===== config.mk =====
export PLATFORM = sky130hd
export DESIGN_NAME = player_motion
export DESIGN_NICKNAME = d
export VERILOG_FILES = /design/src/rtl/player_motion.sv
export SDC_FILE = /design/constraint.sdc
export NUM_CORES = 1
export LEC_CHECK = 0
export ABC_AREA = 0
export CAP_MARGIN = 20
export CORE_ASPECT_RATIO = 1.2
export CORE_MARGIN = 3
export CORE_UTILIZATION = 45
export CTS_CLUSTER_DIAMETER = 80
export DETAILED_ROUTE_END_ITERATION = 12
export GPL_TIMING_DRIVEN = 0
export PLACE_DENSITY = 0.65
export SLEW_MARGIN = 20
export SYNTH_ARGS = -nofsm -noshare
export SYNTH_HDL_FRONTEND = slang
export SYNTH_SLANG_ARGS = --single-unit

===== constraint.sdc =====
create_clock -name clk -period 3.05 [get_ports clk]
set_input_delay 0.61 -clock clk [delete_from_list [all_inputs] [get_ports clk]]
set_output_delay 0.61 -clock clk [all_outputs]
set_load 0.02 [all_outputs]

===== src/rtl/player_motion.sv =====
// Blue character motion: walking, jumping and gravity with collision stops.
// Optional DOUBLE_JUMP_EN macro enables one extra jump while airborne.
module player_motion #(
  parameter logic [9:0] X_INIT = 10'd100,
  parameter logic [8:0] Y_INIT = 9'd300,
  parameter logic [9:0] X_STEP = 10'd2,
  parameter logic [3:0] JUMP_V = 4'd8,
  parameter logic [3:0] V_MAX  = 4'd8,
  parameter logic [3:0] G_DIV  = 4'd4,
  parameter logic [9:0] X_MAX  = 10'd593,
  parameter logic [8:0] Y_MAX  = 9'd439
) (
  input  logic       clk,
  input  logic       rst_n,
  input  logic       tick,
  input  logic       btn_left,
  input  logic       btn_right,
  input  logic       btn_jump,
  input  logic [3:0] is_Collision,
  output logic [9:0] x_blue,
  output logic [8:0] y_blue,
  output logic [1:0] state,
  output logic       facing
);

  typedef enum logic [1:0] {
    GROUND = 2'd0,
    RISE   = 2'd1,
    FALL   = 2'd2,
    BAD    = 2'd3
  } vstate_t;

  localparam logic [3:0] GC_TOP = G_DIV - 4'd1;

  vstate_t    st;
  logic [3:0] vy;
  logic [3:0] gc;
  logic       jump_pend;
  logic       jump_prev;

  logic [10:0] x_inc;
  logic [9:0]  x_right;
  logic [9:0]  x_left;
  logic [9:0]  y_sum;
  logic [8:0]  y_dn;
  logic [8:0]  y_up;
  logic        gc_wrap;
  logic [3:0]  gc_next;
  logic [3:0]  vy_dec;
  logic [3:0]  vy_inc;
  logic        dj;

  assign state = st;

  // Clamp in wide arithmetic so the edges never wrap around.
  always_comb begin
    x_inc   = {1'b0, x_blue} + {1'b0, X_STEP};
    x_right = (x_inc > {1'b0, X_MAX}) ? X_MAX : x_inc[9:0];
    x_left  = (x_blue >= X_STEP) ? (x_blue - X_STEP) : 10'd0;
    y_sum   = {1'b0, y_blue} + {6'd0, vy};
    y_dn    = (y_sum > {1'b0, Y_MAX}) ? Y_MAX : y_sum[8:0];
    y_up    = (y_blue >= {5'd0, vy}) ? (y_blue - {5'd0, vy}) : 9'd0;
    gc_wrap = (gc == GC_TOP);
    gc_next = gc_wrap ? 4'd0 : (gc + 4'd1);
    vy_dec  = gc_wrap ? (vy - 4'd1) : vy;
    vy_inc  = (gc_wrap && vy < V_MAX) ? (vy + 4'd1) : vy;
  end

`ifdef DOUBLE_JUMP_EN
  logic air_jump;
  logic land;

  assign land = (st == FALL)
             && (is_Collision[0] || y_dn == Y_MAX);
  assign dj = (st == RISE || st == FALL)
           && jump_pend && air_jump;

  always_ff @(posedge clk) begin
    if (!rst_n) begin
      air_jump <= 1'b1;
    end else if (tick) begin
      if (dj)
        air_jump <= 1'b0;
      else if (land)
        air_jump <= 1'b1;
    end
  end
`else
  assign dj = 1'b0;
`endif

  always_ff @(posedge clk) begin
    if (!rst_n) begin
      x_blue    <= X_INIT;
      y_blue    <= Y_INIT;
      st        <= FALL;
      facing    <= 1'b0;
      vy        <= 4'd1;
      gc        <= 4'd0;
      jump_pend <= 1'b0;
      jump_prev <= 1'b0;
    end else begin
      jump_prev <= btn_jump;
      if (btn_jump && !jump_prev)
        jump_pend <= 1'b1;
      else if (tick)
        jump_pend <= 1'b0;

      if (tick) begin
        if (btn_right && !btn_left) begin
          facing <= 1'b0;
          if (!is_Collision[2])
            x_blue <= x_right;
        end else if (btn_left && !btn_right) begin
          facing <= 1'b1;
          if (!is_Collision[3])
            x_blue <= x_left;
        end

        if (dj) begin
          st <= RISE;
          vy <= JUMP_V;
          gc <= 4'd0;
        end else begin
          unique case (st)
            GROUND: begin
              if (jump_pend) begin
                st <= RISE;
                vy <= JUMP_V;
                gc <= 4'd0;
              end else if (!is_Collision[0]
                           && y_blue < Y_MAX) begin
                st <= FALL;
                vy <= 4'd1;
                gc <= 4'd0;
              end
            end
            RISE: begin
              if (is_Collision[1]) begin
                st <= FALL;
                vy <= 4'd1;
                gc <= 4'd0;
              end else begin
                y_blue <= y_up;
                if (vy_dec == 4'd0 || y_up == 9'd0) begin
                  st <= FALL;
                  vy <= 4'd1;
                  gc <= 4'd0;
                end else begin
                  vy <= vy_dec;
                  gc <= gc_next;
                end
              end
            end
            FALL: begin
              if (is_Collision[0]) begin
                st <= GROUND;
                vy <= 4'd0;
                gc <= 4'd0;
              end else begin
                y_blue <= y_dn;
                if (y_dn == Y_MAX) begin
                  st <= GROUND;
                  vy <= 4'd0;
                  gc <= 4'd0;
                end else begin
                  vy <= vy_inc;
                  gc <= gc_next;
                end
              end
            end
            default: begin
              st <= FALL;
              vy <= 4'd1;
              gc <= 4'd0;
            end
          endcase
        end
      end
    end
  end

endmodule


# Yosys cells after proc, flatten, opt, wreduce, memory -nomap -nowiden
# Index checks and enable logic that the tools add are counted.
# Widths: inputs -> output; s select.
# classes
n_addsub	7
muxes	39
n_eq_ne	12
magnitude_cmp	6
n_reduce_logical	22
# ops
cell	count
$mux 10	6
$mux 4	15
$mux 9	4
$pmux 4 s3	2
$pmux 9 s2	1
$mux 2	6
$reduce_and 4->1	3
$add 10x2->11 const B	1
$gt 11x10->1 const B	1
$add 9x4->10	1
$ge 10x2->1 const B	1
$gt 10x9->1 const B	1
$sub 10x2->10 const B	1
$eq 9x9->1 const B	1
$ge 9x4->1	1
$logic_not 9->1	1
$lt 9x9->1 const B	1
$ne 3x3->1 const B	3
$sub 9x4->9	1
$add 4x1->4 const B	2
$ne 2x2->1 const B	3
$pmux 2 s3	1
$reduce_bool 2->1	3
$logic_and 1x1->1	5
14 further kinds	21
# word_totals
in_bits	10
word_cells	94
out_inout_bits	22
regBits	32

# Logic depth before layout (Yosys ltp)
# Gate-level depths: netlist of run 1.
# depth
ltp_word	7
ltp_mapped	12
depth_no_buf	12

# Worst setup path after synthesis of run 1
# Ideal clock, no wire load.
# synth_path
kind	reg-to-reg
from	register y_blue[0]
to	register vy[2]
synth_period_minus_slack_ps	3096
arrival_ps	3004
path_stages_with_launch	10
path_buffers	0
path_slack_ps	-46
t_required_ps	2958
setup_time_ps	92
path_cell_list	dfxtp_1 -> ha_1 -> inv_1 -> fa_1 -> or4_1 -> o41a_1 -> a22oi_4 -> o21ai_2 -> or3_4 -> o32ai_1
# synth_between
elab_chain_cells	7
word_cells_on_any_way	19
classes_between	add/sub (2); order compare (3); eq/ne (3); mux (7); reduce/logical (4)
# synth_lines
item	line	source
start, declared	21	output logic [8:0] y_blue,
start signal, assigned	144	y_blue <= y_up;
start signal, assigned	161	y_blue <= y_dn;
$add 9x4->10, or another cell as far along	60	y_sum = {1'b0, y_blue} + {6'd0, vy};
$gt 10x9->1 / $mux 9 (equally long branches)	61, 62	
$mux 9 / $logic_not 9->1 (equally long branches)	61, 145	
$eq 9x9->1 / $logic_or 1x1->1 (equally long branches)	162, 145	
$mux 4 (on tied branches)	162, 145	
$mux 4 (on tied branches)	156, 139	
$pmux 4 s3	125	unique case (st)
end signal, assigned	150	vy <= vy_dec;
end signal, assigned	167	vy <= vy_inc;
end, declared	36	logic [3:0] vy;
# Parallel ways exist; a longest one is shown, timed or not.
# A chain may end at the register's enable or synchronous reset.

# Worst setup path after layout of run 1
# layout_path
from	register vy[2]
to	register vy[2]
# layout_between
elab_chain_cells	7
word_cells_on_any_way	23
classes_between	add/sub (4); order compare (3); eq/ne (2); mux (9); reduce/logical (5)
# layout_lines
item	line	source
$add 9x4->10, or another cell as far along	60	
$gt 10x9->1, or another cell as far along	61	y_dn = (y_sum > {1'b0, Y_MAX}) ? Y_MAX : y_sum[8:0];
$mux 9, or another cell as far along	61	
$eq 9x9->1 / $logic_or 1x1->1 (equally long branches)	162, 145	
$mux 4 (on tied branches)	162, 145	
$mux 4 (on tied branches)	156, 139	
$pmux 4 s3	125	
# Parallel ways exist; a longest one is shown, timed or not. The select of a mux whose other input is x is not followed.

==> metrics.yaml, run 1 <==
insertion_delay_ns: 0.29
cap_violations: 0
timing.fmax_mhz: 335
synth_area_leaders: "dfxtp_1 21%, ha_1 7.7%, a21oi_1 6.1%, nor2_1 5.1%, nand2_1 4.7%"
synth.largest_area_cell: "dfxtp_1"
finalCriticalPeriod_ns: 2.99
worst_slack_ns: 0.0611
row_count: 32
clk_pin_slew_ns: 0.08
drc: 0
async_flop_share_pct: 0
gp_congestion: 0.909
drt-pass1-iter-count: 5
synth_fp_nets: 461
hold_viol_final: 0
crit_path_end_kind: "flip-flop"
ys_warn_count: 0
layout-drive-gt1-share_pct: 14.2
post-route-util_pct: 59.5
synth.distinct_cells: 72
status: "complete, no violations"
cp.arrival_ns: 3.19
syn2layout_area_growth_pct: 26.0
peakVddDrop_v: 0.000214
track_usage_pct: 24.6
crit_type: "flip-flop to flip-flop"
finalInstanceArea_um2: 3910
portBuffers: 31
avgViaCountPerCell: 6.33
leakage_uw: 0.00136
startpoint: "vy[2]"
drtAntennaViolNets: 0
h-tree-depth: 2
dp_slack_ns: -0.428
startpoint_type: "flip-flop"
dieWidth_um: 81.8
cts_root_buf: "clkbuf_8"
synth_flop_cell: "dfxtp_1"
hold_slack_ns: 0.496
hpwl_um: 7100
dieArea_um2: 7930
synth_edf_count: 0
min_path_type: "flip-flop to flip-flop"
drt_iter0_markers: 146
cts_tree: "done"
r2r_start: "vy[2]"
design.portCount: 32
required_ns: 3.25
routedWlPerCell_um: 17.6
coreArea_um2: 6570
crit_path_end: "vy[2]"
fp.dieH_um: 96.9
slew_violations: 0
yosysTopAreaCellShare_pct: 20.7
vias: 3578
synth_cells: 430
grt_start_max_net_pins: 12
antenna_cells: 0
syn_area_per_cell_um2: 7.21
tightest_slew_ns: 0.787
r2r-end: "vy[2]"
start_util_pct: 47.2
antenna_found_initial: 0
maxSlewHeadroom_pct: 46.8
globalRouteOverflowTotal: 0
cts_sinks: 32
clock_path_buffers: 2
placed_area_um2: 3520
path_max_fanout: 10
rsz0062_at_grt: "yes"
syn_area_um2: 3100
post-route-period-util_pct: 98.0
finalSetupViolCount: 0
yosysSeqAreaShare_pct: 20.7
nets: 510
ys_ff_latch: 32
r2r_slack_ns: 0.06
ctsHoldBuffers: 0
cts_made_buffers: 5
grt_pass1_wl_um: 15700
finalClockSkew_ns: 0.0108
grt_pass1_vias: 3281
pwr_density_cell_nw_per_um2: 364
drt_wl_total_um: 9970
reg2regPathDepth: 11
-- where the power goes --
group	switching, uW	internal (uW)	total, uW
clock network	186	242	428
registers	31.8	441	473
logic	304	216	520
total	522	899	1420
-- worst min path at each step --
stage	startpoint	end	slack (ns)	depth (start not counted)
after detailed placement	gc[1]	gc[1]	0.48	2
after CTS	gc[1]	gc[1]	0.49	2
after global routing	gc[1]	gc[1]	0.52	2
after floorplan	gc[1]	gc[1]	0.45	2
after global placement	gc[1]	gc[1]	0.46	2
final	gc[1]	gc[1]	0.50	2
-- Yosys cell counts, types with 3 or more instances --
library cell and instances:
dfxtp_1 32, inv_1 24, o21bai_1 3, nand2_1 39, nor2b_1 5, or4_1 4, o21ai_0 21, o2111ai_1 3
o211a_1 3, o31a_1 4, a31oi_1 8, buf_2 3, nand4_1 11, a21oi_1 38, ha_1 19, o22ai_1 6
a32oi_1 3, a211oi_1 15, and2_1 5, nor3_1 19, nand2b_1 6, xnor2_1 8, xor2_1 4, o21ai_1 4
o31ai_1 5, clkbuf_1 20, nor4_1 4, nor2_1 42, o211ai_1 7, nand3_1 10
-- per-stage QoR --
stage / power, uW / std cells / TNS (ns)
finish: 1420 / 565 / 0
global route: 1490 / 565 / -0.0376
CTS: 1370 / 561 / 0
detailed placement: 918 / 546 / -4.41
global placement: 912 / 546 / -3.48
floorplan: 786 / 430 / 0
-- sequential cells by signal (all words and copies together) (netlist names) --
name / cells
jump_prev: 1
y_blue: 9
jump_pend: 1
facing: 1
state: 2
x_blue: 10
vy: 4
gc: 4
-- area by class of cell --
| type | instances | area (um2) |
|---|---|---|
| inverters | 25 | 93.8 |
| flip-flops and latches | 32 | 656 |
| well taps | 85 | 106 |
| multi-input cells | 350 | 2450 |
| clock inverters | 3 | 42.5 |
| repair buffers | 41 | 385 |
| clock buffers | 5 | 68.8 |
| plain buffers | 24 | 104 |
| fillers | 641 | 2660 |
-- critical path: stages (launching register included) --
cell	delay (ns)
dfxtp_2	0.37
inv_2	0.08
ha_1	0.29
buf_6	0.15
nor2b_4	0.21
a21oi_2	0.09
o311a_4	0.40
o31a_1	0.33
a22oi_4	0.22
o21ai_2	0.11
or3_4	0.37
o32ai_2	0.27
-- cell families (layout without fill, tap and decap cells) --
logic type | Yosys count | in the layout | synth area share [%]
and+or+nand+nor | 162 | 162 | 26.1
AOI/OAI and AO/OA | 152 | 153 | 34.0
buffers and inverters | 49 | 98 | 6.17
DFF | 32 | 32 | 20.7
adders and majority gates | 21 | 21 | 8.96
xor gates and xnor gates | 12 | 12 | 3.39
muxes | 2 | 2 | 0.645
-- metal layers --
layer | global-route usage (%) | wire length [um] | vias up
met5 | 0 | 0 | -
met4 | 8.44 | 245 | 0
met3 | 2.70 | 466 | 24
li1 | - | - | 1718
met1 | 31.2 | 4220 | 1717
met2 | 41.9 | 5030 | 119
-- cells in the final DEF, fill, tap and decap left out, types with 6 or more instances in the layout --
cell type | Yosys | final
nor2_1 | 42 | 38
a21oi_1 | 38 | 37
inv_1 | 24 | 20
nand2_1 | 39 | 39
xnor2_1 | 8 | 8
clkdlybuf4s50_1 | 0 | 31
ha_1 | 19 | 16
a211oi_1 | 15 | 13
o211ai_1 | 7 | 7
o21ai_0 | 21 | 21
nor3_1 | 19 | 17
nand3_1 | 10 | 10
clkbuf_1 | 20 | 20
buf_4 | 1 | 11
nand4_1 | 11 | 11
dfxtp_1 | 32 | 26
a31oi_1 | 8 | 8
o22ai_1 | 6 | 6
-- repair_timing --
action / CTS / global route
setup buffers: 7 / 3
pin swaps: 5 / 8
cloned: 0 / 1
endpoints found under the hold margin: 0 / 0
resized for setup: 13 / 30
setup endpoints to repair: 17 / 14
(Power assumes the default switching activity.)
==> inputs of run 2 (changes only) <==
Settings changed: SETUP_SLACK_MARGIN from default to 0.3.
==> run 2 against run 1 <==
Compared with the run above:
- first-iteration DRC count increased by 77%
- cell count grew 3.5%
- clock skew decreased by 0.0019 ns
- worst setup slack better by 0.066 ns
- sequential share of layout area fell by 1.0 points
- hold slack improved by 0.0097 ns
- power rose by 6.7%
- register-to-register slack improved by 0.07 ns
- via count grew 4.0%
- global-route usage rose by 3.1 points
- critical path type unchanged
==> metrics.yaml, run 2 (same netlist as run 1, synthesis figures left out) <==
clock_path_buffers: 2  # unchanged
placedCellCount: 546  # unchanged
p_total_uw: 1520  # +6.7%
portBuffers: 31  # unchanged
dieWidth_um: 81.8  # unchanged
syn2layout_area_growth_pct: 35.9
placed_area_um2: 3550  # +0.82%
cts_tree: "done"
cts_sinks: 32  # unchanged
routedWlPerCell_um: 18.2  # +3.4%
holdPathStages: 2  # unchanged
fp.dieH_um: 96.9  # unchanged
layout-drive-gt1-share_pct: 21.0  # +6.8 points
insertion_delay_ns: 0.30  # about the same
cts_made_buffers: 5  # unchanged
finalSetupViolCount: 0  # unchanged
min_from: "facing"
timing.fmax_mhz: 342  # +2.3%
p_seq_share_pct: 31.1  # -2.2 points
min_to: "facing"
r2r-end: "vy[2]"
mostFrequentLayoutCells: "38 x nand2_1, 38 x nor2_1, 35 x a21oi_1"
drt_wl_total_um: 10700  # +7.1%
rsz0062_at_grt: "yes"
grt_pass1_vias: 3600  # +9.7%
crit_chain: "ha_4 > inv_2 > fa_2 > nor2_4 > o211ai_1 > or4_1 > o211a_1 > a22oi_4 > o21ai_2 > or3_4 > o32ai_2"
power_switching_uw: 553  # +6.0%
largest_reg_flops: 10  # unchanged
min_path_type: "flip-flop to flip-flop"
design.portCount: 32  # unchanged
fillers: 578  # -9.8%
r2r_start: "y_blue[0]"
crit_path_end_kind: "flip-flop"
hpwl_um: 7270  # +2.4%
required_ns: 3.25  # about the same
clk_pin_slew_ns: 0.07  # about the same
drc: 0  # unchanged
start_util_pct: 47.2  # unchanged
post-route-util_pct: 64.2  # +4.7 points
antenna_found_initial: 0  # unchanged
reg2regPathDepth: 11  # unchanged
vias: 3720  # +4.0%
finalCriticalPeriod_ns: 2.92  # -0.0660 ns
row_count: 32  # unchanged
r2r_slack_ns: 0.13  # +0.07 ns
finalInstanceArea_um2: 4210  # +7.8%
finalClockSkew_ns: 0.00897  # -0.00186 ns
cap_violations: 0  # unchanged
grt_pass1_wl_um: 17500  # +12%
cts_root_buf: "clkbuf_8"
path_buf_inv: 1  # -1
avgViaCountPerCell: 6.36  # +0.41%
power_frac_comb_pct: 41.1  # +4.5 points
reg_top3: "x_blue x10, y_blue x9"
internal_power_uw: 963  # +7.1%
crit_type: "flip-flop to flip-flop"
swShare_pct: 36.5  # -0.24 points
pwr-share-clk_pct: 27.8  # -2.3 points
dieArea_um2: 7930  # unchanged
tightest_slew_ns: 0.894  # +0.106 ns
slowest_delay_ns: 0.48  # +0.08 ns
hold_slack_ns: 0.506  # +0.00969 ns
coreArea_um2: 6570  # unchanged
startpoint_type: "flip-flop"
grt_start_max_net_pins: 12  # unchanged
cp.arrival_ns: 3.13  # -0.06 ns
pwr_density_cell_nw_per_um2: 360  # -1.1%
leakage_uw: 0.00150  # +9.9%
antenna_cells: 0  # unchanged
path_max_fanout: 6  # -4
peakVddDrop_v: 0.000186  # -13%
maxSlewHeadroom_pct: 39.6  # -7.2 points
globalRouteOverflowTotal: 0  # unchanged
ctsHoldBuffers: 0  # unchanged
top_register: "x_blue"
drtAntennaViolNets: 0  # unchanged
nets: 530  # +3.9%
drt_iter0_markers: 259  # +77%
hold_viol_final: 0  # unchanged
slew_violations: 0  # unchanged
gp_congestion: 0.942  # +3.6%
track_usage_pct: 27.6  # +3.1 points
worst_path_max_delay_cell: "or4_1"
h-tree-depth: 2  # unchanged
drt-pass1-iter-count: 5  # unchanged
fin_cells: 585  # +3.5%
status: "complete, no violations"
crit_family: "simple AND/OR/NAND/NOR gates"
post-route-period-util_pct: 95.8  # -2.2 points
## run 2: cell types whose count changed in the layout (fill, tap and decap cells not counted), sizes merged
cell	change
buf	+20
a211oi	-1
o21ai	+1
## run 2: power groups by stage
stage / logic (uW) / registers, uW / clock network (uW)
after detailed placement: 441 / 483 / 0
after global routing: 669 / 475 / 445
final: 623 / 472 / 421
after global placement: 438 / 483 / 0
after floorplan: 300 / 492 / 0
after CTS: 577 / 470 / 421
## run 2: final cells by class
class                      instances  area, um2  area share, %
buffer                            24        106           2.52
clock buffer                       5       68.8           1.63
clock inverter                     3       42.5           1.01
inverter                          25        101           2.40
multi-input combinational        350       2550           60.6
sequential                        32        663           15.7
tap                               85        106           2.52
timing repair buffer              61        571           13.5
## run 2: worst max-delay path by stage
| stage | cells past startpoint | slack, ns | startpoint | to |
|---|---|---|---|---|
| finish | 11 | 0.13 | y_blue[0] | vy[2] |
| global route | 11 | -0.03 | y_blue[0] | vy[2] |
| detailed placement | 10 | -0.19 | vy[1] | state[1] |
| floorplan | 9 | 0.26 | y_blue[0] | vy[2] |
| CTS | 9 | 0.15 | vy[0] | vy[2] |
| global placement | 11 | -0.18 | vy[3] | state[1] |
## run 2: metal layers
metal	global-route usage [%]	vias to the layer above	part of all wire, %
li1	-	1754	-
met1	34.7	1738	40
met2	43.9	174	48
met3	3.72	54	6.6
met4	16.1	0	5.4
met5	0	-	0
## run 2: worst register-to-register path, delay by kind of cell, from the launching register on
family,cells,cell delay [ns]
DFF,1,0.38
AOI/OAI and AO/OA,5,0.88
buffers and inverters,1,0.03
and+or+nand+nor,3,1.02
adders and majority gates,2,0.53
## run 2: what timing repair did
action	CTS	global route
setup endpoints to repair	18	20
gates resized for setup	56	18
pin swaps	22	10
gates cloned	1	0
buffers inserted	27	3
## run 2: stage by stage
stage               TNS (ns)  setup slack (ns)
global placement       -1.22            -0.180
floorplan                  0             0.265
finish                     0             0.127
CTS                        0             0.154
global route         -0.0315           -0.0315
detailed placement     -1.85            -0.186
==> variant 1 (flow settings as in run 1) <==
Put one more register stage on the output `x_blue`, with the module's reset. The value now appears one clock later. The other outputs are not delayed to match.
--- a/src/rtl/player_motion.sv
+++ b/src/rtl/player_motion.sv
@@ -32,6 +32,8 @@
 
   localparam logic [3:0] GC_TOP = G_DIV - 4'd1;
 
+  logic [9:0] x_blue_s0;
+
   vstate_t    st;
   logic [3:0] vy;
   logic [3:0] gc;
@@ -54,9 +56,9 @@
 
   // Clamp in wide arithmetic so the edges never wrap around.
   always_comb begin
-    x_inc   = {1'b0, x_blue} + {1'b0, X_STEP};
+    x_inc   = {1'b0, x_blue_s0} + {1'b0, X_STEP};
     x_right = (x_inc > {1'b0, X_MAX}) ? X_MAX : x_inc[9:0];
-    x_left  = (x_blue >= X_STEP) ? (x_blue - X_STEP) : 10'd0;
+    x_left  = (x_blue_s0 >= X_STEP) ? (x_blue_s0 - X_STEP) : 10'd0;
     y_sum   = {1'b0, y_blue} + {6'd0, vy};
     y_dn    = (y_sum > {1'b0, Y_MAX}) ? Y_MAX : y_sum[8:0];
     y_up    = (y_blue >= {5'd0, vy}) ? (y_blue - {5'd0, vy}) : 9'd0;
@@ -91,7 +93,7 @@
 
   always_ff @(posedge clk) begin
     if (!rst_n) begin
-      x_blue    <= X_INIT;
+      x_blue_s0 <= X_INIT;
       y_blue    <= Y_INIT;
       st        <= FALL;
       facing    <= 1'b0;
@@ -110,11 +112,11 @@
         if (btn_right && !btn_left) begin
           facing <= 1'b0;
           if (!is_Collision[2])
-            x_blue <= x_right;
+            x_blue_s0 <= x_right;
         end else if (btn_left && !btn_right) begin
           facing <= 1'b1;
           if (!is_Collision[3])
-            x_blue <= x_left;
+            x_blue_s0 <= x_left;
         end
 
         if (dj) begin
@@ -180,5 +182,13 @@
     end
   end
 
+  always_ff @(posedge clk) begin
+    if (!rst_n) begin
+      x_blue <= '0;
+    end else begin
+      x_blue <= x_blue_s0;
+    end
+  end
+
 endmodule
 
Function: changed (a bounded check fails within 4 cycles, from zero or initial values and one cycle with rst_n low).
==> variant 1 against run 1 <==
  * Power increased by 27%
  * Design area increased by 2.5%
  * Fmax increased by 0.14%
  * Count of clock-buffer cells in the layout unchanged
  * Area after synthesis increased by 4.6%
  * Setup slack improved by 4.2 ps
  * Sequential cell count increased by 10
  * Routed wire length decreased by 3.6%
  * Non-clock buffer count increased by 1
  * Highest routed layer unchanged
==> variant 1: results (changes against run 1) <==
vias in the first global route -> 3,189 (-2.8%)
fin nets -> 524 (+2.7%)
met3 Resource Use GR -> 2.84% (+0.14 points)
biggest regs -> x_blue (10), x_blue_s0 (10), y_blue (9)
pre-CTS setup slack -> -572 ps (-144 ps)
share of cells above drive strength 1 -> 11.1% (-3.0 points)
Slew HR -> 42.6% (-4.2 points)
most instantiated cells after synthesis -> nand2_1, dfxtp_1, nor2_1, a21oi_1, o21ai_0
met1 Usage GRT -> 26.9% (-4.3 points)
Worst path max stage delay -> 440 ps (+40 ps)
HPWL after DPL -> 6.99 mm (-1.5%)
Yosys cell types -> 65 (-9.7%)
status -> finished clean
Cells after Synth -> 447 (+4.0%)
DRT iter0 DRCs -> 253 (+73%)
VDD IR max -> 0.224 mV (+4.7%)
DR vias/cell -> 5.99 (-5.4%)
vias -> 3,479 (-2.8%)
combinational fraction of design power -> 35.2% (-1.4 points)
GR Util All Layers -> 22.4% (-2.1 points)
slowest CP cell -> a2111oi_4
CP delay by family, top -> compound AO/OA/AOI/OAI gates
Buffers on Ports -> 30 (-3.2%)
post-synth net total -> 478 (+3.7%)
net switching power -> 0.636 mW (+22%)
met2 usage -> 41.0% (-0.95 points)
placed insts -> 564 (+3.3%)
top cells by area, synth -> dfxtp_1, ha_1, nand2_1
Layout Skew -> 3.65 ps (-7.18 ps)
largest net degree at the start of global routing -> 15 (+3)
GPL Wtd Cong -> 0.920 (+1.3%)
Avg WL per Cell -> 16.5 µm (-6.2%)
sequential area share after synthesis -> 25.9% (+5.3 points)
sequential share of power -> 34.7% (+1.4 points)
variant 1: worst paths after layout:
path | start | endpoint | slack [ps] | depth (start not counted)
setup / recovery | y_blue[0] | vy[0] | 70 | 10
setup reg to reg | y_blue[0] | vy[0] | 70 | 10
hold reg to reg | gc[1] | gc[1] | 500 | 2
hold / removal | gc[1] | gc[1] | 500 | 2
variant 1: kinds of logic after synthesis:
group / after synthesis / share of synthesized area (%)
mux: 5 / 1.58
fa+ha+maj: 21 / 8.56
compound gates: 132 / 26.7
simple gates: 182 / 28.1
buf+inv: 56 / 6.78
flops: 42 / 25.9
xor+xnor: 9 / 2.43
variant 1: timing repair:
| item | 4_1_cts | 5_1_grt |
|---|---|---|
| pin swaps | 5 | 6 |
| resized for setup | 22 | 12 |
| setup buffers | 3 | 6 |
| hold endpoints to repair | 0 | 0 |
| endpoints found under the setup margin | 16 | 13 |
variant 1: worst reg2reg max path: cells and delay by family (launching register included):
family,cells,cell delay (ps)
compound gates,5,1340
simple gates,2,440
fa+ha+maj,2,640
flops,1,380
buf+inv,1,70
variant 1: final cells by class:
type                       count  area [µm²]
inverter                      29         113
tap                           87         109
clock inverter                 3        68.8
clock buffer                   5        68.8
buffer                        27         111
multi-input combinational    349        2320
fill                         675        2930
timing repair buffer          39         368
sequential                    42         852
variant 1: per-layer routing:
layer	wire length, µm	vias up
li1	-	1711
met1	4090	1646
met2	4960	106
met3	351	16
met4	212	0
met5	0	-
variant 1: stage by stage:
step | instance area [µm²] | power, mW
global placement | 3660 | 1.17
finish | 4010 | 1.80
global route | 4010 | 1.89
floorplan | 3250 | 1.02
detailed placement | 3660 | 1.18
CTS | 3900 | 1.77
==> variant 2 (flow settings as in run 1) <==
Without the edit above. Set the parameter `JUMP_V` to 4'd6 (it was 4'd8).
--- a/src/rtl/player_motion.sv
+++ b/src/rtl/player_motion.sv
@@ -4,7 +4,7 @@
   parameter logic [9:0] X_INIT = 10'd100,
   parameter logic [8:0] Y_INIT = 9'd300,
   parameter logic [9:0] X_STEP = 10'd2,
-  parameter logic [3:0] JUMP_V = 4'd8,
+  parameter logic [3:0] JUMP_V = 4'd6,
   parameter logic [3:0] V_MAX  = 4'd8,
   parameter logic [3:0] G_DIV  = 4'd4,
   parameter logic [9:0] X_MAX  = 10'd593,
Function: changed (Yosys sat finds a counterexample within 4 cycles, from zero or initial values and one cycle with rst_n low).
==> variant 2 against run 1 <==
  * Power down 8.4%
  * Largest cell class unchanged
  * Design area down 0.70%
  * Sequential cell count unchanged
  * Setup slack better by 10 ps
  * Routed wire length down 1.9%
  * Area after synthesis down 1.7%
  * Synthesized cell count down 2.8%
  * Count of clock-buffer cells in the layout unchanged
==> variant 2: results (changes against run 1) <==
sequential area share after synthesis -> 21.0% (+0.36 points)
Layout Skew -> 4.68 ps (-6.14 ps)
first-pass iteration count of the detailed router -> 5 (unchanged)
top cells by area, synth -> dfxtp_1, ha_1, a21oi_1
clock buffer depth -> 2 (unchanged)
Worst-path clk slew -> 80 ps (about the same)
first-pass GRT wire length -> 15.5 mm (-0.80%)
Ant. Diodes -> 0 (unchanged)
status -> finished clean
Avg WL per Cell -> 17.6 µm (-0.18%)
Hold Crit Depth -> 2 (unchanged)
Yosys cell types -> 63 (-13%)
Buffers on Ports -> 30 (-3.2%)
Slew HR -> 50.3% (+3.6 points)
Clock Latency Late Sink -> 300 ps
post-synth net total -> 449 (-2.6%)
Power, Total -> 1.30 mW (-8.4%)
vias -> 3,453 (-3.5%)
Synth Warn # -> 0 (unchanged)
H-tree depth -> 2 (unchanged)
pre-CTS setup slack -> -349 ps (+78.8 ps)
root buf cell -> clkbuf_8
slowest CP cell -> dfxtp_1
endpoint arrival time on the critical path -> 3190 ps (about the same)
crit path max fanout -> 5 (-5)
leakage -> 1.39 nW (+2.2%)
DP Area -> 3470 µm² (-1.5%)
largest net degree at the start of global routing -> 12 (unchanged)
CP delay by family, top -> simple AND/OR/NAND/NOR gates
Mapped Avg Cell Area -> 7.29 µm² (+1.1%)
HPWL after DPL -> 6.87 mm (-3.2%)
GR Util All Layers -> 25.5% (+0.89 points)
Worst path max stage delay -> 510 ps (+110 ps)
most instantiated cells after synthesis -> nand2_1, a21oi_1, nor2_1, dfxtp_1, inv_1
vias in the first global route -> 3,157 (-3.8%)
total CTS buffers -> 5 (unchanged)
GPL Wtd Cong -> 0.945 (+4.0%)
ys async rst share -> 0% (unchanged)
fin nets -> 500 (-2.0%)
biggest regs -> x_blue (10), y_blue (9)
R2R cell count -> 10 (-1)
drc violations -> 0 (unchanged)
HP Class -> reg -> reg
initial antenna violation count -> 0 (unchanged)
DRT iter0 DRCs -> 254 (+74%)
share of cells above drive strength 1 -> 17.0% (+2.9 points)
VDD IR max -> 0.175 mV (-18%)
[variant 2: worst register-to-register path, delay by kind of cell (launching register included)]
kind	cells	cell delay [ps]
AOI/OAI and AO/OA	3	400
DFF	1	510
adders and majority gates	1	320
and+or+nand+nor	4	1340
buffers and inverters	2	330
[variant 2: path summary, 6_finish.rpt]
check | start | endpoint | slack [ps]
worst max-delay path | y_blue[3] | state[1] | 70
worst min-delay path | gc[1] | gc[1] | 480
worst min register to register | gc[1] | gc[1] | 480
worst max register to register | y_blue[3] | state[1] | 70
[variant 2: area by class of cell]
cell class	count	area [µm²]
Fill cell	627	2610
Multi-Input combinational cell	332	2390
Sequential cell	32	654
Timing Repair Buffer	45	413
Buffer	24	113
Inverter	29	111
Tap cell	85	106
Clock buffer	5	68.8
Clock inverter	3	18.8
[variant 2: kinds of logic after synthesis]
family	count (synthesis)	share of synthesized area, %
xor+xnor	15	4.31
mux	4	1.35
simple gates	159	27.9
compound gates	133	29.4
flops	32	21.0
buf+inv	54	6.98
fa+ha+maj	21	9.11
[variant 2: power breakdown]
part | switching, mW | total, mW | internal [mW]
registers | 0.0322 | 0.471 | 0.439
logic | 0.273 | 0.478 | 0.205
clock network | 0.193 | 0.353 | 0.159
total | 0.498 | 1.30 | 0.804
[variant 2: stage by stage]
step	util [%]	cells
2_1_floorplan	-	418
3_3_place_gp	53.5	533
3_5_place_dp	53.5	533
4_1_cts	56.9	553
5_1_grt	59.8	555
6_report	59.8	555
[variant 2: metal layers]
| layer | global-route usage [%] | routed length [µm] | up-vias |
|---|---|---|---|
| li1 | - | - | 1645 |
| met1 | 31.9 | 4150 | 1627 |
| met2 | 43.8 | 4820 | 154 |
| met3 | 3.28 | 507 | 27 |
| met4 | 10.1 | 293 | 0 |
| met5 | 0 | 0 | - |
[variant 2: repair_timing]
item,in CTS,in global routing
endpoints found under the setup margin,17,25
resized for setup,16,39
pin swaps,10,5
hold buffers,0,0
endpoints found under the hold margin,0,0
gates cloned,0,0
setup buffers,12,4
